<file path="config.mk">
export PLATFORM = sky130hd
export DESIGN_NAME = fifo_wr_arbiter
export DESIGN_NICKNAME = d
export VERILOG_FILES = /design/src/rtl/fifo_wr_arbiter.sv
export SDC_FILE = /design/constraint.sdc
export NUM_CORES = 1
export LEC_CHECK = 0
export ABC_CLOCK_PERIOD_IN_PS = 8300
export BUFFER_PORTS_ARGS = -buffer_cell sky130_fd_sc_hd__buf_2
export CELL_PAD_IN_SITES_DETAIL_PLACEMENT = 1
export CELL_PAD_IN_SITES_GLOBAL_PLACEMENT = 2
export CORE_ASPECT_RATIO = 0.75
export CORE_MARGIN = 5
export CORE_UTILIZATION = 33
export DETAILED_ROUTE_END_ITERATION = 12
export HOLD_SLACK_MARGIN = 0.02
export PLACE_DENSITY_LB_ADDON = 0.1
export SLEW_MARGIN = 20
export SYNTH_ARGS = -nofsm -noshare
export SYNTH_HDL_FRONTEND = slang
export SYNTH_SLANG_ARGS = --single-unit
</file>
<file path="constraint.sdc">
create_clock -name clk_i -period 8.3 [get_ports clk_i]
set_input_delay 1.245 -clock clk_i [delete_from_list [all_inputs] [get_ports clk_i]]
set_output_delay 1.245 -clock clk_i [all_outputs]
set_load 0.01 [all_outputs]
</file>
<file path="src/rtl/fifo_wr_arbiter.sv">
// Round-robin arbiter sharing one FIFO write port; grant registered, ack/wr_en/data combinational.
// Full stalls the owner without releasing it; each grant is capped at MAX_BURST accepted words.
module fifo_wr_arbiter #(
  parameter int NREQ      = 4,
  parameter int DATASIZE  = 4,
  parameter int MAX_BURST = 4
) (
  input  logic                     clk_i,
  input  logic                     rst_i,
  input  logic [NREQ-1:0]          req_i,
  input  logic [NREQ*DATASIZE-1:0] req_data_i,
  output logic [NREQ-1:0]          ack_o,
  output logic [NREQ-1:0]          grant_o,
  input  logic                     full_i,
  output logic                     wr_en_o,
  output logic [DATASIZE-1:0]      data_in_o
);

  localparam int PW = $clog2(NREQ);
  localparam int CW = $clog2(MAX_BURST + 1);

  typedef enum logic {IDLE, BUSY} state_t;

  state_t              state_q, state_d;
  logic [NREQ-1:0]     grant_q, grant_d;
  logic [PW-1:0]       ptr_q, ptr_d;
  logic [CW-1:0]       burst_cnt_q, burst_cnt_d;

  logic [PW-1:0]       gidx;
  logic [PW-1:0]       nxt_ptr;
  logic [CW-1:0]       cnt_inc;
  logic                rel;
  logic [DATASIZE-1:0] lane [NREQ];

  // First requester at or after base, scanning modulo NREQ.
  function automatic logic [NREQ-1:0] rr_pick(input logic [NREQ-1:0] r,
                                               input logic [PW-1:0]   base);
    logic [NREQ-1:0] g;
    logic            found;
    logic [PW-1:0]   idx;
    g     = '0;
    found = 1'b0;
    for (int k = 0; k < NREQ; k++) begin
      idx = PW'((int'(base) + k) % NREQ);
      if (!found && r[idx]) begin
        g[idx] = 1'b1;
        found  = 1'b1;
      end
    end
    return g;
  endfunction

  always_comb begin
    for (int i = 0; i < NREQ; i++) lane[i] = req_data_i[i*DATASIZE +: DATASIZE];
  end

  always_comb begin
    gidx = '0;
    for (int i = 0; i < NREQ; i++) begin
      if (grant_q[i]) gidx = PW'(i);
    end
  end

  assign ack_o     = grant_q & req_i & {NREQ{~full_i & ~rst_i}};
  assign wr_en_o   = |ack_o;
  assign data_in_o = (state_q == BUSY && !rst_i) ? lane[gidx] : '0;
  assign grant_o   = grant_q;

  assign nxt_ptr = (int'(gidx) == NREQ - 1) ? '0 : gidx + 1'b1;
  assign cnt_inc = burst_cnt_q + CW'(wr_en_o);
  // A blocked word (full) never completes the burst, so full cannot cause a release.
  assign rel     = !req_i[gidx] || (wr_en_o && cnt_inc == CW'(MAX_BURST));

  always_comb begin
    state_d     = state_q;
    grant_d     = grant_q;
    ptr_d       = ptr_q;
    burst_cnt_d = burst_cnt_q;
    case (state_q)
      IDLE: begin
        if (|req_i) begin
          grant_d     = rr_pick(req_i, ptr_q);
          burst_cnt_d = '0;
          state_d     = BUSY;
        end
      end
      BUSY: begin
        burst_cnt_d = cnt_inc;
        if (rel) begin
          ptr_d       = nxt_ptr;
          grant_d     = rr_pick(req_i, nxt_ptr);
          burst_cnt_d = '0;
          state_d     = (|req_i) ? BUSY : IDLE;
        end
      end
      default: state_d = IDLE;
    endcase
  end

  always_ff @(posedge clk_i) begin
    if (rst_i) begin
      state_q     <= IDLE;
      grant_q     <= '0;
      ptr_q       <= '0;
      burst_cnt_q <= '0;
    end else begin
      state_q     <= state_d;
      grant_q     <= grant_d;
      ptr_q       <= ptr_d;
      burst_cnt_q <= burst_cnt_d;
    end
  end

endmodule

</file>
# == After elaboration in Yosys (flattened, before gate mapping) ==
# Index checks and enable logic that the tools add are counted.
# Widths: inputs -> output; s select.
# word_totals
wordCells,165
ff_bits,10
# classes
reduce_logical,29
eq_ne,4
addsub,8
muxes,89
order_cmp,18
bitwise_logic,13
# op_table
cell,n
$mux 4,25
$mux 1,38
$lt 2x3->1 const B,9
$or 4x4->4,6
$bmux 1 s2,9
$demux 1 s2,8
$ge 2x1->1 const B,8
$logic_and 1x1->1,16
$add 2x2->2 const B,4
$and 4x4->4,2
$bmux 4 s2,1
$logic_not 1->1,8
$pmux 4 s2,1
$reduce_or 4->1,2
$add 2x1->2 const B,3
$mux 2,3
$mux 3,2
$pmux 3 s2,1
$reduce_and 2->1,2
$add 3x1->3,1
$eq 3x3->1 const B,1
$ge 3x3->1 const B,1
$not 1->1,3
$not 2->3,1
other kinds (6),6

# == Longest topological paths before layout ==
# Gate-level depths: netlist of run 1.
# logic_depth
ltp_word,25
mapped_depth,11

# == Least setup slack after synthesis of run 1 ==
# OpenSTA, ideal clock, no wires.
# synth_path
kind,input-to-reg
from,input port rst_i
to,"register grant_q[2], in the netlist grant_o[2]"
t_arrival_ns,3.520
path_buffers,1
required_ns,8.183
path_stages,9
path_slack_ns,4.662
path_cell_list,buf_2 -> or2_2 -> a41oi_2 -> ha_1 -> ha_1 -> nor3_1 -> a221oi_4 -> o21ba_2 -> a32o_1
# synth_via
elab_chain_cells,10
# synth_lines
element,line,rtl
start: declaration,9,"input logic rst_i,"
$not 1->1 (*),64,assign ack_o = grant_q & req_i & {NREQ{~full_i & ~rst_i}};
$and 1x1->1 (*),64,
$and 4x4->4 (*),64,
$reduce_or 4->1 (*),65,assign wr_en_o = |ack_o;
via wr_en_o,15,"output logic wr_en_o,"
$add 3x1->3,70,assign cnt_inc = burst_cnt_q + CW'(wr_en_o);
$eq 3x3->1,72,assign rel = !req_i[gidx] || (wr_en_o && cnt_inc == CW'(MAX_BURST));
$logic_and 1x1->1 (*),72,
$logic_or 1x1->1 (*),72,
$ne 2x1->1 (no line) (*),n/a,
$reduce_and 2->1 (no line) (*),n/a,
end signal: assignment,108,grant_q <= grant_d;
end: declaration,25,"logic [NREQ-1:0] grant_q, grant_d;"
# The timed path passes the listed nets; every way through them passes the cells marked *.
# A chain may end at the register's enable or synchronous reset.

# == Worst setup path after layout of run 1 ==
# layout_path
from,input port req_i[3]
to,"register grant_q[0], in the netlist grant_o[0]"
# layout_via
elab_chain_cells,20
# layout_lines
element,line,rtl
start: declaration,10,"input logic [NREQ-1:0] req_i,"
$bmux 1 s2,45,if (!found && r[idx]) begin
$mux 1 (not written as such),45,
$mux 1,45,
"$mux 1, on equally long branches","89, 81",
$mux 1,79,case (state_q)
$logic_not 1->1,45,
$logic_and 1x1->1,45,
$mux 1,45,
[4 not listed],n/a,
$mux 1,45,
"$mux 1, on equally long branches","89, 81",
$mux 1,79,
$logic_not 1->1,45,
$logic_and 1x1->1,45,
$mux 4,45,
"$mux 4, on equally long branches","89, 81",
$pmux 4 s2,79,
# Parallel ways exist; a longest one is shown, timed or not. The select of a mux whose other input is x is not followed.

==> impl_metrics.env, run 1 <==
export IMPL_synthToLayoutAreaGrowth_pct=15.30
export IMPL_slew_viol_final=0
export IMPL_postCtsSetupBuffers=0
export IMPL_start_util_pct=34.23
export IMPL_drt_first_pass_iters=4
export IMPL_status="completed"
export IMPL_cts_root_buffer="clkbuf_8"
export IMPL_setup_ws_ps=4677
export IMPL_viasPerCell=5.949
export IMPL_clock_path_buffers=2
export IMPL_fin_skew_ps=1.957
export IMPL_power_leakage_nw=0.7530
export IMPL_slowest_stage="nor3_1"
export IMPL_crit_top_cell="ha_1"
export IMPL_dp_cells=270
export IMPL_ys_ff_latch=10
export IMPL_fin_crit_ps=3623
export IMPL_worst_pin_slew_ps=971.2
export IMPL_drtIter0Drc=81
export IMPL_numPortBuffers=35
export IMPL_fin_crit_sh_pct=43.65
export IMPL_critPathRequiredTime_ps=8420
export IMPL_worst_skew_pair_late_latency_ps=240
export IMPL_hp_class="reg2reg"
export IMPL_hold_violations=0
export IMPL_instances_no_fill=274
export IMPL_antenna_cells=0
export IMPL_yosys_warnings=0
export IMPL_grt_first_pass_wirelength_um=8349
export IMPL_clock_sinks=10
export IMPL_grt_max_degree=20
export IMPL_final_nets=257
export IMPL_stdcell_area_um2=1763
export IMPL_cap_viol_max_count=0
export IMPL_drc=0
export IMPL_rsz0062_at_grt="false"
export IMPL_setup_viol=0
export IMPL_antenna_left=0
export IMPL_cts_repair_resized=0
export IMPL_cts_tree="done"
export IMPL_cp_arrival_ps=3750
export IMPL_first_global_vias=1699
export IMPL_synthFlopType="dfxtp_1"
export IMPL_dpl_cell_area_um2=1708
export IMPL_dp_hpwl_um=3943
export IMPL_routed_wl_um=5012
export IMPL_htree_levels=1
export IMPL_die_area_um2=6109
export IMPL_core_um2=4467
export IMPL_num_vias=1630
export IMPL_place_congestion=0.8604
export IMPL_place_ws_ps=4448
export IMPL_rows=21
export IMPL_syn_cell_area_um2=1529
export IMPL_timing_slew_headroom_pct=35.09
export IMPL_synth_nets=229
export IMPL_antenna_found_initial=0
export IMPL_crit_chain="buf_2 > nand2_1 > a41oi_2 > ha_1 > ha_1 > nor3_1 > a221oi_4 > o21ba_2 > a32o_1"
export IMPL_wl_per_cell_um=18.29
export IMPL_max_stage_delay_ps=490
export IMPL_power_density_nw_per_um2=242.0
export IMPL_finalPower_uw=426.7
export IMPL_holdBufCountCts=0
export IMPL_worstSetupPathType="in2reg"
export IMPL_fmax_ghz=0.2760
export IMPL_die_h_um=68.95
export IMPL_syn_area_per_cell_um2=8.047
export IMPL_die_w_um=88.60
export IMPL_final_setup_tns_ps=0
export IMPL_seq_area_frac_synth_pct=13.09
export IMPL_numCtsBuffers=3
export IMPL_worstSetupEndpointType="flip-flop"
export IMPL_start_kind="primary input"
export IMPL_ir_drop_v=0.0001149
export IMPL_netlist_cell_type_count=54
export IMPL_synthCells=190
export IMPL_path_clk_slew_ps=50
export IMPL_synth_edf_count=0
export IMPL_holdWs_ps=527.3
export IMPL_track_usage_pct=17.21
export IMPL_fin_util_pct=39.47
export IMPL_path_max_fanout=13
export IMPL_async_reset_ff_share_pct=0
export IMPL_drive_gt1_share_pct=23.96
export IMPL_design_portCount=36
export IMPL_overflow=0
## synthesized netlist by cell type (2+ instances only)
master,instances,area share (%)
inv_1,9,2.2
buf_4,2,0.98
o31ai_1,4,2.0
nand3_1,3,0.98
nand4_1,9,3.7
a21boi_0,5,2.5
nand2_1,15,3.7
dfxtp_1,10,13
a22o_1,2,1.1
a21oi_1,3,0.98
a31oi_1,5,2.0
nor2_1,12,2.9
or2_2,3,1.2
buf_2,6,2.0
and3b_1,2,1.1
nor3_1,3,0.98
mux2i_1,10,6.5
clkbuf_1,3,0.74
a32o_1,4,2.6
a2111o_1,3,2.2
ha_1,16,13
nor2b_1,2,0.82
nor4_1,2,0.82
o211ai_1,5,2.5
nand2b_1,5,2.0
o21ai_0,8,2.6
nor3b_1,4,2.0
a311oi_1,2,1.1
a22oi_1,4,2.0
o21ai_1,3,0.98
nand3b_1,3,1.5
## per-layer routing
layer  GRT usage (%)  routed length [µm]  share of wire, %
met2           29.66                2274                45
met3           2.613                 236               4.7
met5               0                   0                 0
met1           23.56                2470                49
met4           1.698                  30              0.60
## layout by cell type, fill, tap and decap left out, types with 4 or more instances in the layout
cell type  instances
a21boi_0           5
a22oi_1            4
a31oi_1            5
a32o_1             4
buf_2             35
clkbuf_8           4
dfxtp_1           10
ha_1              16
inv_1              9
mux2i_1           10
nand2_1           15
nand2b_1           5
nand4_1            9
nor2_1            12
nor3b_1            4
o211ai_1           5
o21ai_0            8
o31ai_1            4
## where the power goes
part / switching, mW / internal (mW) / total [mW]
sequential: 0.0322 / 0.0572 / 0.0894
combinational: 0.162 / 0.114 / 0.276
clock: 0.0197 / 0.0417 / 0.0614
## final cells by class
| cell class | count | area [µm²] |
|---|---|---|
| clock buffer | 4 | 55.05 |
| fill | 558 | 2704 |
| inverter | 10 | 37.54 |
| multi-input combinational | 158 | 1224 |
| sequential | 10 | 200.2 |
| tap | 57 | 71.32 |
| timing repair buffer | 35 | 175.2 |
## cells by family after synthesis
logic type	Yosys count	share of synthesized area [%]
buffers and inverters	22	6.873
XOR/XNOR	1	0.5729
multiplexers	13	10.48
flip-flops	10	13.09
AND/OR/NAND/NOR	70	25.86
AO/OA/AOI/OAI	58	30.03
adder cells (fa/ha/maj)	16	13.09
## flip-flops by register name, summed over array words and instances, names as in the netlist
register,cells
grant_o,4
burst_cnt_q,3
ptr_q,2
state_q,1
## worst max-delay path, delay by kind of cell
family | cells | cell delay (ps)
simple gates | 2 | 720
compound gates | 4 | 1110
buf+inv | 1 | 210
fa+ha+maj | 2 | 450
## worst paths after layout
path / from / end / slack, ps / cells past startpoint
worst max-delay path: req_i[3] / grant_o[0] / 4680 / 9
worst max register to register: grant_o[2] / grant_o[2] / 5080 / 9
worst min-delay path: burst_cnt_q[2] / burst_cnt_q[2] / 530 / 1
worst min register to register: burst_cnt_q[2] / burst_cnt_q[2] / 530 / 1
Power figures use the tool's default switching activity.
==> run 2, diff against run 1 <==
--- a/config.mk
+++ b/config.mk
@@ -5,13 +5,13 @@
 export SDC_FILE = /design/constraint.sdc
 export NUM_CORES = 1
 export LEC_CHECK = 0
-export ABC_CLOCK_PERIOD_IN_PS = 8300
+export ABC_CLOCK_PERIOD_IN_PS = 3500
 export BUFFER_PORTS_ARGS = -buffer_cell sky130_fd_sc_hd__buf_2
 export CELL_PAD_IN_SITES_DETAIL_PLACEMENT = 1
 export CELL_PAD_IN_SITES_GLOBAL_PLACEMENT = 2
 export CORE_ASPECT_RATIO = 0.75
 export CORE_MARGIN = 5
-export CORE_UTILIZATION = 33
+export CORE_UTILIZATION = 31
 export DETAILED_ROUTE_END_ITERATION = 12
 export HOLD_SLACK_MARGIN = 0.02
 export PLACE_DENSITY_LB_ADDON = 0.1
==> constraint.sdc (replaced) <==
create_clock -name clk_i -period 3.5 [get_ports clk_i]
set_input_delay 0.525 -clock clk_i [delete_from_list [all_inputs] [get_ports clk_i]]
set_output_delay 0.525 -clock clk_i [all_outputs]
set_load 0.01 [all_outputs]
==> impl_metrics.env, run 2 (synthesis gave the netlist of run 1 again) <==
export IMPL_status="completed"
export IMPL_antenna_found_initial=0
export IMPL_r2r_end="grant_o[2]"
export IMPL_fin_util_pct=37.55
export IMPL_rows=22
export IMPL_path_buf_inv=0
export IMPL_dpl_cell_area_um2=1764
export IMPL_power_density_nw_per_um2=576.2
export IMPL_dp_hpwl_um=4143
export IMPL_worst_path_dominant_cell_family="compound AO/OA/AOI/OAI gates"
export IMPL_busiest_layer="met2"
export IMPL_grtUsageMet2_pct=26.72
export IMPL_met1_usage_pct=22.80
export IMPL_setup_viol=0
export IMPL_clock_sinks=10
export IMPL_worst_skew_pair_late_latency_ps=240
export IMPL_slew_viol_final=0
export IMPL_overflow=0
export IMPL_antenna_cells=0
export IMPL_drt_first_pass_iters=4
export IMPL_drtIter0Drc=74
export IMPL_crit_chain="nand2_2 > a41oi_2 > ha_1 > ha_1 > nor3_1 > a221oi_4 > o21ba_2 > a32o_1"
export IMPL_antenna_left=0
export IMPL_path_max_fanout=12
export IMPL_start_util_pct=31.56
export IMPL_cp_arrival_ps=3010
export IMPL_cts_repair_resized=0
export IMPL_first_global_vias=1635
export IMPL_core_um2=4845
export IMPL_final_setup_tns_ps=0
export IMPL_power_leakage_nw=0.7877
export IMPL_postCtsSetupBuffers=0
export IMPL_crit_top_cell="ha_1"
export IMPL_layout_commonest_cell="buf_2"
export IMPL_htree_levels=1
export IMPL_reg2reg_depth=8
export IMPL_rsz0062_at_grt="false"
export IMPL_cts_root_buffer="clkbuf_8"
export IMPL_largest_register_ffs=4
export IMPL_final_cell_mix="35 x buf_2, 16 x ha_1, 15 x nand2_1"
export IMPL_fmax_ghz=0.3479
export IMPL_num_vias=1664
export IMPL_hold_violations=0
export IMPL_path_clk_slew_ps=50
export IMPL_cts_tree="done"
export IMPL_worstHoldStart="burst_cnt_q[2]"
export IMPL_timing_slew_headroom_pct=33.29
export IMPL_fin_crit_sh_pct=82.13
export IMPL_clock_path_buffers=2
export IMPL_synthToLayoutAreaGrowth_pct=18.98
export IMPL_numPortBuffers=35
export IMPL_max_stage_delay_ps=720
export IMPL_routed_wl_um=5239
export IMPL_hp_class="reg2reg"
export IMPL_fillers=602
export IMPL_final_nets=264
export IMPL_die_h_um=70.82
export IMPL_holdBufCountCts=0
export IMPL_die_area_um2=6451
export IMPL_worst_pin_slew_ps=998.1
export IMPL_die_w_um=91.10
export IMPL_start_kind="flip-flop"
export IMPL_finalPower_mw=1.048
export IMPL_place_congestion=0.8738
export IMPL_critPathRequiredTime_ps=3630
export IMPL_viasPerCell=5.859
export IMPL_numCtsBuffers=3
export IMPL_fin_crit_ps=2875
export IMPL_holdPathEnd="burst_cnt_q[2]"
export IMPL_fin_skew_ps=3.377
export IMPL_grt_max_degree=17
export IMPL_drive_gt1_share_pct=26.34
export IMPL_design_portCount=36
export IMPL_r2r_setup_slack_ps=630
export IMPL_stdcell_area_um2=1819
export IMPL_worstSetupEndpointType="flip-flop"
export IMPL_drc=0
export IMPL_ir_drop_v=0.0002096
export IMPL_track_usage_pct=16.32
export IMPL_use_met3_pct=2.444
export IMPL_worstSetupPathType="reg2reg"
export IMPL_min_path_cells=1
export IMPL_cap_viol_max_count=0
export IMPL_grt_first_pass_wirelength_um=8528
export IMPL_wl_per_cell_um=18.45
export IMPL_r2r_start="grant_o[1]"
export IMPL_slowest_stage="dfxtp_1"
[run 2: how the worst max path moves through the flow]
stage | startpoint | end | slack [ps] | cells after the start
finish | grant_o[1] | grant_o[2] | 630 | 8
global route | grant_o[1] | grant_o[1] | 360 | 8
CTS | grant_o[1] | grant_o[2] | 600 | 8
detailed placement | rst_i | grant_o[2] | 450 | 9
global placement | rst_i | grant_o[3] | 540 | 9
floorplan | rst_i | grant_o[2] | 580 | 9
[run 2: final cells by class]
| cell class | instances | area [µm²] | area share, % |
|---|---|---|---|
| flip-flops and latches | 10 | 200.2 | 11.00 |
| inverters | 10 | 37.54 | 2.063 |
| clock buffers | 4 | 55.05 | 3.026 |
| well taps | 60 | 75.07 | 4.127 |
| repair buffers | 42 | 227.7 | 12.52 |
| multi-input cells | 158 | 1224 | 67.26 |
[run 2: per-stage QoR]
step	worst slack, ps	cells	hold slack, ps
global placement	544.2	280	507.2
floorplan	582.5	190	470.4
finish	625.4	284	508.9
global route	358.6	284	529.6
CTS	603.9	284	516.4
detailed placement	451.0	280	509.1
[run 2: worst reg2reg max path, stage by stage, from the launching register on]
cell and delay [ps]:
dfxtp_1 720, nand2_2 170, a41oi_2 330, ha_1 220
ha_1 240, nor3_1 460, a221oi_4 160, o21ba_2 280
a32o_1 200
[run 2: per-layer routing]
layer	up-vias	wire length [µm]	share of wire [%]
met5	-	0	0
met4	0	44	0.84
met3	5	160	3.1
met2	41	2359	45
met1	821	2674	51
li1	797	-	-
[run 2: where the power goes]
part	total [mW]	switching [mW]	internal, mW
combinational	0.721	0.429	0.292
sequential	0.178	0.0422	0.136
clock	0.150	0.0504	0.0993
total	1.05	0.522	0.527
==> run 3, diff against run 2 <==
--- a/config.mk
+++ b/config.mk
@@ -5,7 +5,7 @@
 export SDC_FILE = /design/constraint.sdc
 export NUM_CORES = 1
 export LEC_CHECK = 0
-export ABC_CLOCK_PERIOD_IN_PS = 3500
+export ABC_CLOCK_PERIOD_IN_PS = 2700
 export BUFFER_PORTS_ARGS = -buffer_cell sky130_fd_sc_hd__buf_2
 export CELL_PAD_IN_SITES_DETAIL_PLACEMENT = 1
 export CELL_PAD_IN_SITES_GLOBAL_PLACEMENT = 2
==> constraint.sdc (replaced) <==
create_clock -name clk_i -period 2.7 [get_ports clk_i]
set_input_delay 0.405 -clock clk_i [delete_from_list [all_inputs] [get_ports clk_i]]
set_output_delay 0.405 -clock clk_i [all_outputs]
set_load 0.01 [all_outputs]
==> impl_metrics.env, run 3 (synthesis gave the netlist of run 1 again) <==
export IMPL_track_usage_pct=16.68
export IMPL_fmax_ghz=0.3983
export IMPL_clock_path_buffers=2
export IMPL_antenna_left=0
export IMPL_multi_input_area_um2=1229
export IMPL_numPortBuffers=35
export IMPL_fin_crit_sh_pct=92.98
export IMPL_numCtsBuffers=3
export IMPL_drc=0
export IMPL_largest_register_ffs=4
export IMPL_holdBufCountCts=0
export IMPL_overflow=0
export IMPL_cp_arrival_ps=2690
export IMPL_setup_viol=0
export IMPL_status="completed"
export IMPL_hp_class="in2reg"
export IMPL_drive_gt1_share_pct=29.31
export IMPL_seqCellArea_um2=200.2
export IMPL_ir_drop_v=0.0003104
export IMPL_viasPerCell=5.651
export IMPL_critPathRequiredTime_ps=2880
export IMPL_worstSetupPathType="reg2reg"
export IMPL_dpl_cell_area_um2=1829
export IMPL_fillers=606
export IMPL_fin_crit_ps=2511
export IMPL_antenna_cells=0
export IMPL_drtIter0Drc=59
export IMPL_cts_tree="done"
export IMPL_clock_sinks=10
export IMPL_worst_pin_slew_ps=772.6
export IMPL_final_nets=272
export IMPL_start_util_pct=31.56
export IMPL_final_cell_mix="35 x buf_2, 16 x ha_1, 15 x nand2_1, 15 x buf_4, 12 x nor2_1"
export IMPL_die_area_um2=6451
export IMPL_die_w_um=91.10
export IMPL_path_max_fanout=9
export IMPL_wl_per_cell_um=18.05
export IMPL_path_clk_slew_ps=50
export IMPL_place_congestion=0.8290
export IMPL_dp_hpwl_um=4239
export IMPL_worst_skew_pair_late_latency_ps=250
export IMPL_drt_first_pass_iters=4
export IMPL_core_um2=4845
export IMPL_grt_max_degree=17
export IMPL_hold_violations=0
export IMPL_layout_commonest_cell="buf_2"
export IMPL_worstSetupEndpointType="flip-flop"
export IMPL_final_setup_tns_ps=0
export IMPL_power_density_nw_per_um2=733.2
export IMPL_slew_viol_final=0
export IMPL_grt_first_pass_wirelength_um=8742
export IMPL_synthToLayoutAreaGrowth_pct=23.24
export IMPL_antenna_found_initial=0
export IMPL_rows=22
export IMPL_fin_skew_ps=5.965
export IMPL_cts_root_buffer="clkbuf_8"
export IMPL_cap_viol_max_count=0
export IMPL_num_vias=1650
export IMPL_design_portCount=36
export IMPL_first_global_vias=1755
export IMPL_htree_levels=1
export IMPL_stdcell_area_um2=1884
export IMPL_power_leakage_nw=0.8328
export IMPL_cts_repair_resized=0
export IMPL_timing_slew_headroom_pct=48.02
export IMPL_postCtsSetupBuffers=0
export IMPL_rsz0062_at_grt="false"
export IMPL_start_kind="flip-flop"
export IMPL_routed_wl_um=5270
export IMPL_die_h_um=70.82
## run 3: where the power goes
group          internal, mW  total, mW  switching, mW
combinational         0.401      0.985          0.584
clock                 0.129      0.195         0.0664
sequential            0.176      0.201         0.0256
## run 3: per-stage QoR
step / power (mW) / worst slack, ps / utilization, % / std cells / hold slack (ps)
2_1_floorplan: 0.8898 / 24.66 / - / 190 / 470.4
3_3_place_gp: 1.153 / 245.4 / 37.76 / 288 / 499.2
3_5_place_dp: 1.180 / 174.3 / 37.76 / 288 / 507.9
4_1_cts: 1.387 / 179.2 / 38.89 / 292 / 497.5
5_1_grt: 1.496 / 10.18 / 38.89 / 292 / 514.3
6_report: 1.381 / 189.5 / 38.89 / 292 / 502.4
## run 3: worst paths after layout
check	start	endpoint	slack (ps)	depth (start not counted)
max	grant_o[3]	grant_o[1]	190	7
min	rst_i	ptr_q[0]	500	3
max reg2reg	grant_o[3]	grant_o[1]	190	7
min reg2reg	burst_cnt_q[2]	burst_cnt_q[2]	520	1
## run 3: worst max-delay path, stage by stage (launching register included)
cell and delay [ps]:
dfxtp_1 380, or2_2 400, ha_1 460, mux2i_1 240, a21boi_0 460, o211ai_1 200, nand4_1 120, a32o_1 180
## run 3: final cells by class
class / instances / share of cell area [%]
multi-input combinational: 158 / 65.21
clock buffer: 4 / 2.922
tap: 60 / 3.984
timing repair buffer: 50 / 15.27
inverter: 10 / 1.992
sequential: 10 / 10.62
## run 3: routing by layer
metal	GRT usage [%]	vias up	routed length (µm)
li1	-	817	-
met5	0	-	0
met3	3.294	6	271
met1	21.78	794	2490
met4	5.375	0	66
met2	27.68	33	2442
